File: src/rtl/transpose_stream_buffer.sv
// Streaming matrix transpose: accepts an M x N matrix row-major, emits it column-major.
// Two banks ping-pong so one matrix can drain while the next one fills.
module transpose_stream_buffer #(
  parameter int INPUT_SIZE_1 = 4,
  parameter int INPUT_SIZE_2 = 3,
  parameter int DATA_WIDTH   = 8
) (
  input  logic                         clk,
  input  logic                         rst,
  input  logic                         in_valid,
  output logic                         in_ready,
  input  logic signed [DATA_WIDTH-1:0] in_data,
  output logic                         out_valid,
  input  logic                         out_ready,
  output logic signed [DATA_WIDTH-1:0] out_data,
  output logic                         out_last
);

  localparam int M     = INPUT_SIZE_1;
  localparam int N     = INPUT_SIZE_2;
  localparam int DEPTH = M * N;
  localparam int IW    = (M > 1) ? $clog2(M) : 1;
  localparam int JW    = (N > 1) ? $clog2(N) : 1;
  localparam int AW    = (DEPTH > 1) ? $clog2(DEPTH) : 1;

  localparam logic [IW-1:0] I_LAST = IW'(M - 1);
  localparam logic [JW-1:0] J_LAST = JW'(N - 1);

  logic signed [DATA_WIDTH-1:0] mem [2][DEPTH];

  logic [1:0]    full;
  logic          wr_bank, rd_bank;
  logic [IW-1:0] wr_i, rd_i;
  logic [JW-1:0] wr_j, rd_j;
  logic [AW-1:0] wr_addr, rd_addr;
  logic          in_hs, out_hs, wr_done, rd_done;
  logic [1:0]    set_full, clr_full;

  assign wr_addr = AW'(int'(wr_i) * N + int'(wr_j));
  assign rd_addr = AW'(int'(rd_i) * N + int'(rd_j));

  assign in_ready  = !full[wr_bank];
  assign in_hs     = in_valid && in_ready;
  assign wr_done   = in_hs && (wr_i == I_LAST) && (wr_j == J_LAST);

  assign out_valid = full[rd_bank];
  assign out_data  = out_valid ? mem[rd_bank][rd_addr] : '0;
  assign out_last  = out_valid && (rd_i == I_LAST) && (rd_j == J_LAST);
  assign out_hs    = out_valid && out_ready;
  assign rd_done   = out_hs && out_last;

  // A completing write and a completing read always target different banks,
  // so both flag updates can apply in the same cycle without conflict.
  assign set_full = {wr_done && wr_bank, wr_done && !wr_bank};
  assign clr_full = {rd_done && rd_bank, rd_done && !rd_bank};

  // NOTE: storage has no reset; the full flags alone decide whether contents are live.
  always_ff @(posedge clk) begin
    if (in_hs) mem[wr_bank][wr_addr] <= in_data;
  end

  // NOTE: all state uses non-blocking assignments so every register samples pre-edge values.
  always_ff @(posedge clk or posedge rst) begin
    if (rst) begin
      wr_bank <= 1'b0;
      wr_i    <= '0;
      wr_j    <= '0;
    end else if (in_hs) begin
      if (wr_j == J_LAST) begin
        wr_j <= '0;
        if (wr_i == I_LAST) begin
          wr_i    <= '0;
          wr_bank <= ~wr_bank;
        end else begin
          wr_i <= wr_i + IW'(1);
        end
      end else begin
        wr_j <= wr_j + JW'(1);
      end
    end
  end

  // Read side walks rows fastest, which yields the column-major (transposed) order.
  always_ff @(posedge clk or posedge rst) begin
    if (rst) begin
      rd_bank <= 1'b0;
      rd_i    <= '0;
      rd_j    <= '0;
    end else if (out_hs) begin
      if (rd_i == I_LAST) begin
        rd_i <= '0;
        if (rd_j == J_LAST) begin
          rd_j    <= '0;
          rd_bank <= ~rd_bank;
        end else begin
          rd_j <= rd_j + JW'(1);
        end
      end else begin
        rd_i <= rd_i + IW'(1);
      end
    end
  end

  always_ff @(posedge clk or posedge rst) begin
    if (rst) full <= 2'b00;
    else     full <= (full | set_full) & ~clr_full;
  end

endmodule

File: config.mk
export PLATFORM = sky130hd
export DESIGN_NAME = transpose_stream_buffer
export DESIGN_NICKNAME = d
export VERILOG_FILES = /design/src/rtl/transpose_stream_buffer.sv
export SDC_FILE = /design/constraint.sdc
export NUM_CORES = 1
export LEC_CHECK = 0
export ABC_AREA = 0
export CORE_ASPECT_RATIO = 0.6
export CORE_MARGIN = 1
export CORE_UTILIZATION = 64
export CTS_BUF_LIST = sky130_fd_sc_hd__clkbuf_4 sky130_fd_sc_hd__clkbuf_8
export DETAILED_ROUTE_END_ITERATION = 8
export HOLD_SLACK_MARGIN = 0.02
export PLACE_DENSITY_LB_ADDON = 0.12
export SLEW_MARGIN = 20
export SYNTH_ARGS = -nofsm -noshare
export SYNTH_HDL_FRONTEND = slang
export SYNTH_SLANG_ARGS = --single-unit
File: constraint.sdc
create_clock -name clk -period 4.2 [get_ports clk]
set_input_delay 0.63 -clock clk [delete_from_list [all_inputs] [get_ports clk]]
set_output_delay 0.63 -clock clk [all_outputs]
set_load 0.02 [all_outputs]
# Word-level counts from Yosys, hierarchy flattened
# Memories as Yosys holds them, arrays and structs flattened.
# Index checks and enable logic that the tools add are counted.
# word_totals
reg_bits	12
in_bits	12
latchBits	0
word_cells	67
mem_bits_ro	0
mem_count	1
out_inout_bits	11
ram_bits	192
# classes
order_cmp	5
n_bitwise	7
addsub	6
mux	16
shifts	0
n_mul	2
n_reduce_logical	19
div_mod_pow	0
n_eq_ne	4
# memory_table
memory	words	width	read_ports	rd_ports_with_merged_regs	wr	line_no	text
mem	2	96	1	0	1	29	logic signed [DATA_WIDTH-1:0] mem [2][DEPTH];
# ops
operator	n
96-bit two-way mux	1
8-bit binary-select mux with 4-bit select	1
8-bit demux with 4-bit select	1
8-bit two-way mux	4
1-bit logical AND	12
5-bit >= comparator (second input constant)	2
4-bit inverter with 5-bit output	2
2-bit by 1-bit adder with 2-bit output (second input constant)	4
4-bit by 2-bit adder with 4-bit output	2
2-bit == test (second input constant)	4
2-bit by 2-bit multiplier with 4-bit output (second input constant)	2
2-bit two-way mux	4
3-bit AND reduction	2
5-bit by 1-bit less-than comparator with 1-bit output (second input constant)	1
1-bit two-way mux	5
1-bit by 2-bit less-than comparator with 1-bit output (second input constant)	2
2-bit AND reduction	2
1-bit logical NOT	3
2-bit AND	1
1-bit inverter	2
2-bit inverter	1
2-bit bitwise OR	1

# Depth between registers and ports, before layout
# Gate-level depths: netlist (run 1).
# depth
word_depth	9
depth_mapped	10
depth_no_buf	8

# Least setup slack after synthesis (run 1)
# No wires, ideal clock.
# synth_path
path_kind	register to output
start	register rd_i[0]
end	output out_data[5]
n_path_buf	2
t_arrival_ns	2.395
stages_incl_launch_ff	11
required_ns	3.570
slack_ns	1.175
cell_sequence	dfrtp_1 -> inv_1 -> fa_1 -> inv_1 -> ha_1 -> buf_2 -> buf_2 -> mux4_2 -> mux2i_1 -> a21oi_1 -> and3_1
# synth_via
elab_chain_cells	7
# synth_rtl
item	line_no	text
start: declaration	33	logic [IW-1:0] wr_i, rd_i;
start signal: assignment	99	rd_i <= rd_i + IW'(1);
2-bit by 2-bit multiplier with 4-bit output	40	assign rd_addr = AW'(int'(rd_i) * N + int'(rd_j));
4-bit by 2-bit adder with 4-bit output	40	
4-bit inverter with 5-bit output (implied by the code)	47	assign out_data = out_valid ? mem[rd_bank][rd_addr] : '0;
8-bit binary-select mux with 4-bit select	47	
8-bit two-way mux (implied by the code) (2 in a row)	47	
8-bit two-way mux	47	
end: declaration	15	output logic signed [DATA_WIDTH-1:0] out_data,
# Every way passes these cells. The select of a mux whose other input is x is not followed.

# Worst setup path in the final report (run 1)
# layout_path
start	register rd_j[1]
end	output out_data[3]
# layout_via
elab_chain_cells	6
# layout_rtl
item	line_no	text
start: declaration	34	logic [JW-1:0] wr_j, rd_j;
start signal: assignment	96	rd_j <= rd_j + JW'(1);
4-bit by 2-bit adder with 4-bit output	40	
4-bit inverter with 5-bit output (implied by the code)	47	
8-bit binary-select mux with 4-bit select	47	
8-bit two-way mux (implied by the code) (2 in a row)	47	
8-bit two-way mux	47	
# Every way passes these cells. The select of a mux whose other input is x is not followed.

==> results of run 1 <==
sequential cells by signal, summed over array words and instances (netlist names):
signal and flops:
full 2, rd_bank 1, mem 192, wr_bank 1, rd_j 2, rd_i 2, wr_j 2, wr_i 2
routing by layer:
layer  up-vias  wire, µm  share of wire
met3        29      1520          0.090
met1      2131      7160           0.42
met4         0       307          0.018
met2       221      7900           0.47
met5         -         0              0
li1       1780         -              -
stage by stage:
stage | hold slack [ns] | cells | area [µm²]
floorplan | 0.492 | 416 | 8300
global placement | 0.526 | 598 | 8720
detailed placement | 0.557 | 598 | 8720
CTS | 0.405 | 651 | 9330
global route | 0.450 | 651 | 9340
finish | 0.406 | 651 | 9340
cell usage in the layout, fill, tap and decap left out, types with 2 or more instances in the layout:
master | synthesis | final
sky130_fd_sc_hd__mux2i_2 | 0 | 4
sky130_fd_sc_hd__and3_1 | 8 | 8
sky130_fd_sc_hd__dlygate4sd2_1 | 0 | 4
sky130_fd_sc_hd__dlymetal6s2s_1 | 0 | 2
sky130_fd_sc_hd__fa_1 | 4 | 4
sky130_fd_sc_hd__xnor2_1 | 2 | 2
sky130_fd_sc_hd__edfxtp_1 | 192 | 192
sky130_fd_sc_hd__nand2_1 | 12 | 12
sky130_fd_sc_hd__dfrtp_1 | 12 | 9
sky130_fd_sc_hd__mux2_2 | 2 | 2
sky130_fd_sc_hd__a21oi_1 | 9 | 9
sky130_fd_sc_hd__clkdlybuf4s50_1 | 0 | 16
sky130_fd_sc_hd__nor2_1 | 27 | 26
sky130_fd_sc_hd__clkinv_2 | 0 | 5
sky130_fd_sc_hd__nor3b_1 | 2 | 2
sky130_fd_sc_hd__nand3b_1 | 6 | 6
sky130_fd_sc_hd__or3b_2 | 2 | 2
sky130_fd_sc_hd__mux2i_1 | 24 | 20
sky130_fd_sc_hd__mux2i_4 | 2 | 2
sky130_fd_sc_hd__ha_1 | 6 | 4
sky130_fd_sc_hd__nand3_1 | 5 | 5
sky130_fd_sc_hd__clkbuf_4 | 0 | 12
sky130_fd_sc_hd__buf_4 | 4 | 10
sky130_fd_sc_hd__buf_12 | 2 | 3
sky130_fd_sc_hd__dfrtp_2 | 0 | 3
sky130_fd_sc_hd__nor3_1 | 3 | 3
sky130_fd_sc_hd__inv_1 | 10 | 10
sky130_fd_sc_hd__mux4_2 | 48 | 48
sky130_fd_sc_hd__clkinv_1 | 0 | 5
sky130_fd_sc_hd__clkbuf_8 | 0 | 30
sky130_fd_sc_hd__a21o_1 | 4 | 4
sky130_fd_sc_hd__o21ai_0 | 5 | 5
sky130_fd_sc_hd__o21ai_1 | 5 | 5
logic make-up after synthesis:
group	count (synthesis)	synth area share
AND/OR/NAND/NOR	70	0.0416
AO/OA/AOI/OAI	25	0.0172
flip-flops	204	0.731
buffers and inverters	29	0.0219
adder cells (fa/ha/maj)	10	0.0187
XOR/XNOR	2	0.00211
multiplexers	76	0.167
what timing repair did:
| action | in CTS | in global routing |
|---|---|---|
| setup buffers | 0 | 0 |
| setup endpoints to repair | 8 | 5 |
| gates resized for setup | 10 | 5 |
| hold buffers | 0 | 0 |
| pin swaps | 0 | 1 |
| gates cloned | 1 | 0 |
power breakdown:
part | switching (mW) | leakage, nW | internal (mW) | total [mW]
registers | 0.115 | 1.88 | 2.51 | 2.63
clock network | 0.689 | 0.298 | 0.766 | 1.45
logic | 1.45 | 0.955 | 1.24 | 2.69
area by class of cell:
cell class / instances / area (µm²)
sequential: 204 / 6070
fill: 683 / 3000
multi-input combinational: 183 / 2090
clock buffer: 42 / 503
timing repair buffer: 36 / 388
tap: 165 / 206
clock inverter: 10 / 43.8
inverter: 11 / 41.3
final timing paths:
kind / from / end / slack, ns / cells after the start
setup / recovery: rd_j[1] / out_data[3] / 0.12 / 10
hold / removal: rst / wr_j[1] / 0.41 / 2
setup reg to reg: wr_i[0] / mem[0][53] / 0.89 / 6
hold reg to reg: rd_i[0] / rd_i[0] / 0.54 / 1
max in group asynchronous: rst / rd_i[1] / 3.43 / 2
min in group clk: rd_i[0] / rd_i[0] / 0.54 / 1
==> flow_metrics.tcl, run 1 <==
set metrics [dict create \
    power_density_mw_per_mm2 725 \
    drt_iter0_markers 540 \
    fin_crit_ns 4.08 \
    synth_commonest_cells "sky130_fd_sc_hd__edfxtp_1 (192), sky130_fd_sc_hd__mux4_2 (48), sky130_fd_sc_hd__nor2_1 (27)" \
    yosys_synthesis_warning_count 0 \
    postRouteAntennaNets 0 \
    tritoncts "done" \
    number_of_antenna_violations_at_the_first_check_in_global_routing 0 \
    critical_path_arrival_ns 3.45 \
    numClockSinks 204 \
    distinct_cells_synth 36 \
    drt-wirelength-per-cell_um 25.9 \
    tritoncts.num_buffers 28 \
    dp_worst_setup_slack_ns 0.304 \
    critical-path-top-cell-by-count "sky130_fd_sc_hd__inv_1" \
    synthesis_to_layout_area_growth_pct 12.6 \
    max_cap_viols 0 \
    finalHoldViolations 0 \
    critPathRequiredTime_ns 3.57 \
    gr-usage-met1 0.427 \
    first_global_vias 4229 \
    design.portCount 23 \
    synthTopCellsByArea "sky130_fd_sc_hd__edfxtp_1 (69%), sky130_fd_sc_hd__mux4_2 (13%), sky130_fd_sc_hd__dfrtp_1 (3.6%)" \
    post-synth-top-area-cell "sky130_fd_sc_hd__edfxtp_1" \
    fin_util 0.757 \
    rows 31 \
    synthesis.nets 438 \
    grt_first_pass_wirelength_um 25600 \
    synth-seq-area-share 0.731 \
    crit_path_top_delay_cell "sky130_fd_sc_hd__fa_1" \
    synth-seq-cells 204 \
    timing_worst_slew_pin_value_ns 1.06 \
    fmax_ghz 0.245 \
    crit_path_end_kind "primary output" \
    route.final.wire_length_um 16900 \
    cts_buffer_depth 3 \
    synth_area_per_cell_um2 19.9 \
    grt_most_used_layer "met1" \
    gp_congestion 0.882 \
    chipWidth_um 149 \
    detailed_place_hpwl_um 10900 \
    outcome "complete, no violations" \
    grtUsageMet2 0.394 \
    worst_path_largest_cell_delay_ns 0.49 \
    floorplan.initialDensity 0.673 \
    grt_max_degree 49 \
    post_synth_instance_area_mm2 0.00830 \
    total_leakage_power_nw 3.13 \
    worst_slew_margin_rel 0.289 \
    postLayoutSetupSlackWorst_ns 0.121 \
    crit_buf_inv 4 \
    cp_max_fo 13 \
    synth_cells 416 \
    fin_crit_sh 0.971 \
    crit_chain "inv_1, fa_1, inv_1, ha_4, buf_12, mux4_2, mux2i_2, a21oi_1, and3_1, dlygate4sd2_1" \
    clock_latency_ns 0.54 \
    drt_pre_antenna_iters 5 \
    synth_enable_flop_cells 192 \
    antenna-diode-count 0 \
    synthMostInstantiatedCell "sky130_fd_sc_hd__edfxtp_1" \
    final_max_slew_viol_count 0 \
    cts.htree.levels 1 \
    layout-drive-gt1-share 0.259 \
    globalRouteOverflowTotal 0 \
    cp-start-kind "register" \
    design_power_total_mw 6.77 \
    worst_vdd_ir_mv 0.443 \
    hold_path.class "in -> async" \
    clk_pin_slew_ns 0.07 \
    final_nets 486 \
    viasPerCell 6.39 \
    groute.layer.met3.usage 0.0599 \
    rsz_0062_raised_after_global_routing "no" \
    post-synth-top-area-fraction 0.695 \
    chipHeight_um 90.2 \
    setup-tns-final_ns 0 \
    cts-root-buf "sky130_fd_sc_hd__clkbuf_8" \
    timing.critical_path.max_delay_family "adder cells" \
    postSynth.asyncResetShare 0.0588 \
    path_class "reg -> out" \
    grt_util_all_layers 0.271 \
    core-area_mm2 0.0123 \
    post-route-drc-count 0 \
    postSynth.topFlopCell "sky130_fd_sc_hd__edfxtp_1" \
    total_die_area_mm2 0.0134 \
    io_buffers 22 \
    fin_skew_ns 0.0198 \
    detailroute.via_count 4161 \
    setup_violations 0 \
]
(Power assumes the default switching activity.)
==> run 2, diff against run 1 <==
Settings changed: HOLD_SLACK_MARGIN 0.02 to unset.
==> results of run 2 <==
The final DEF is identical to that of run 1; final timing and power are the same.
==> run 3, diff against run 2 <==
Settings changed: CTS_CLUSTER_SIZE set to 14.
==> run 3 against run 2 <==
Effect of this change:
- die area unchanged
- sequential share of layout area is the same
- final area is the same
- largest cell class unchanged
- clock power about the same
- register-to-register slack about the same
- power about the same
- non-clock buffer count did not move
- clock skew about the same
- routed wire length rose by 0.64%
- hold slack better by 0.0092 ns
==> flow_metrics.tcl, run 3 (synthesis gave the netlist of run 1 again) <==
set metrics [dict create \
    clk_pin_slew_ns 0.06 \
    postLayoutSetupSlackWorst_ns 0.103 \
    grt_max_degree 49 \
    post-route-drc-count 0 \
    drt_iter0_markers 508 \
    cts-root-buf "sky130_fd_sc_hd__clkbuf_8" \
    numClockSinks 204 \
    chipWidth_um 149 \
    most_frequent_standard_cell_in_the_layout_excluding_fill_and_tap_cells "sky130_fd_sc_hd__edfxtp_1" \
    critPathRequiredTime_ns 3.57 \
    detailroute.via_count 4154 \
    power_density_mw_per_mm2 725 \
    viasPerCell 6.38 \
    finalHoldViolations 0 \
    cp-start-kind "register" \
    antenna-diode-count 0 \
    globalRouteOverflowTotal 0 \
    cts_buffer_depth 3 \
    number_of_antenna_violations_at_the_first_check_in_global_routing 0 \
    fmax_ghz 0.244 \
    drt-wirelength-per-cell_um 26.1 \
    outcome "complete, no violations" \
    hold_path.class "in -> async" \
    design.portCount 23 \
    fin_util 0.757 \
    placedCellCount 598 \
    rows 31 \
    fin_crit_sh 0.976 \
    dp_worst_setup_slack_ns 0.304 \
    postRouteAntennaNets 0 \
    cts.htree.levels 1 \
    worst_slew_margin_rel 0.240 \
    timing_worst_slew_pin_value_ns 1.14 \
    worst_vdd_ir_mv 0.442 \
    core-area_mm2 0.0123 \
    first_global_vias 4226 \
    detailed_place_hpwl_um 10900 \
    layout-drive-gt1-share 0.259 \
    fin_skew_ns 0.0196 \
    synthesis_to_layout_area_growth_pct 12.6 \
    layoutNonFillerInstCount 651 \
    max_cap_viols 0 \
    crit_chain "inv_1, fa_1, inv_1, ha_4, buf_12, mux4_2, mux2i_1, o21ai_0, and3_1, clkdlybuf4s50_1" \
    largest-register "mem" \
    cp_max_fo 13 \
    layout.cells.most_common_list "sky130_fd_sc_hd__edfxtp_1 (192), sky130_fd_sc_hd__mux4_2 (48), sky130_fd_sc_hd__clkbuf_8 (30), sky130_fd_sc_hd__nor2_1 (26), sky130_fd_sc_hd__mux2i_1 (20)" \
    chipHeight_um 90.2 \
    dp_area_mm2 0.00872 \
    worst_path_largest_cell_delay_ns 0.53 \
    total_die_area_mm2 0.0134 \
    io_buffers 22 \
    largest_register_ffs 192 \
    grt_util_all_layers 0.271 \
    drt_pre_antenna_iters 4 \
    final_max_slew_viol_count 0 \
    tritoncts.num_buffers 28 \
    design_power_total_mw 6.77 \
    tritoncts "done" \
    path_class "reg -> out" \
    gp_congestion 0.882 \
    setup-tns-final_ns 0 \
    hold_ws_ns 0.416 \
    critical_path_arrival_ns 3.47 \
    total_leakage_power_nw 3.13 \
    post_cts_buffers 0 \
    floorplan.initialDensity 0.673 \
    crit_path_end_kind "primary output" \
    number_of_buffers_inserted_for_hold_repair_after_clock_tree_synthesis 0 \
    critical-path-top-cell-by-count "sky130_fd_sc_hd__inv_1" \
    grt_first_pass_wirelength_um 25600 \
    fin_crit_ns 4.10 \
    crit_path_top_delay_cell "sky130_fd_sc_hd__clkdlybuf4s50_1" \
    clock_latency_ns 0.54 \
    rsz_0062_raised_after_global_routing "no" \
    route.final.wire_length_um 17000 \
    final_nets 486 \
    setup_violations 0 \
    post-route-cell-area_mm2 0.00934 \
]
run 3: layout make-up:
class	instances	area, µm²
fillers	683	3000
multi-input cells	183	2090
repair buffers	36	388
clock inverters	10	43.8
inverters	11	41.3
well taps	165	206
flip-flops and latches	204	6070
clock buffers	42	503
run 3: worst max-delay path, delay by kind of cell, from the launching register on:
| kind | cells | cell delay (ns) |
|---|---|---|
| and+or+nand+nor | 1 | 0.17 |
| adders and majority gates | 2 | 0.87 |
| buffers and inverters | 4 | 0.86 |
| DFF | 1 | 0.43 |
| muxes | 2 | 0.48 |
| AOI/OAI and AO/OA | 1 | 0.11 |
run 3: worst paths after layout:
path | from | to | slack, ns | cells past startpoint
max reg2reg | wr_i[0] | mem[0][53] | 0.90 | 6
max in group asynchronous | rst | rd_i[1] | 3.41 | 2
min | rst | wr_j[1] | 0.42 | 2
min in group clk | rd_i[0] | rd_i[0] | 0.54 | 1
min reg2reg | rd_i[0] | rd_i[0] | 0.54 | 1
max | rd_j[1] | out_data[1] | 0.10 | 10
run 3: report_power, final:
group | total [mW] | switching (mW) | internal (mW) | leakage, nW
logic | 2.68 | 1.45 | 1.24 | 0.955
registers | 2.63 | 0.115 | 2.51 | 1.88
clock network | 1.46 | 0.695 | 0.766 | 0.298
run 3: timing repair:
action                     CTS  global route
gates resized for setup     10             5
cloned                       1             0
pin swaps                    0             1
setup endpoints to repair    8             5
run 3: routing by layer:
metal	share of wire	vias up	global-route usage	wire, µm
met5	0	-	0	0
met4	0.016	0	0.0663	271
met3	0.089	26	0.0599	1520
met2	0.46	222	0.394	7890
met1	0.43	2126	0.427	7320
li1	-	1780	-	-
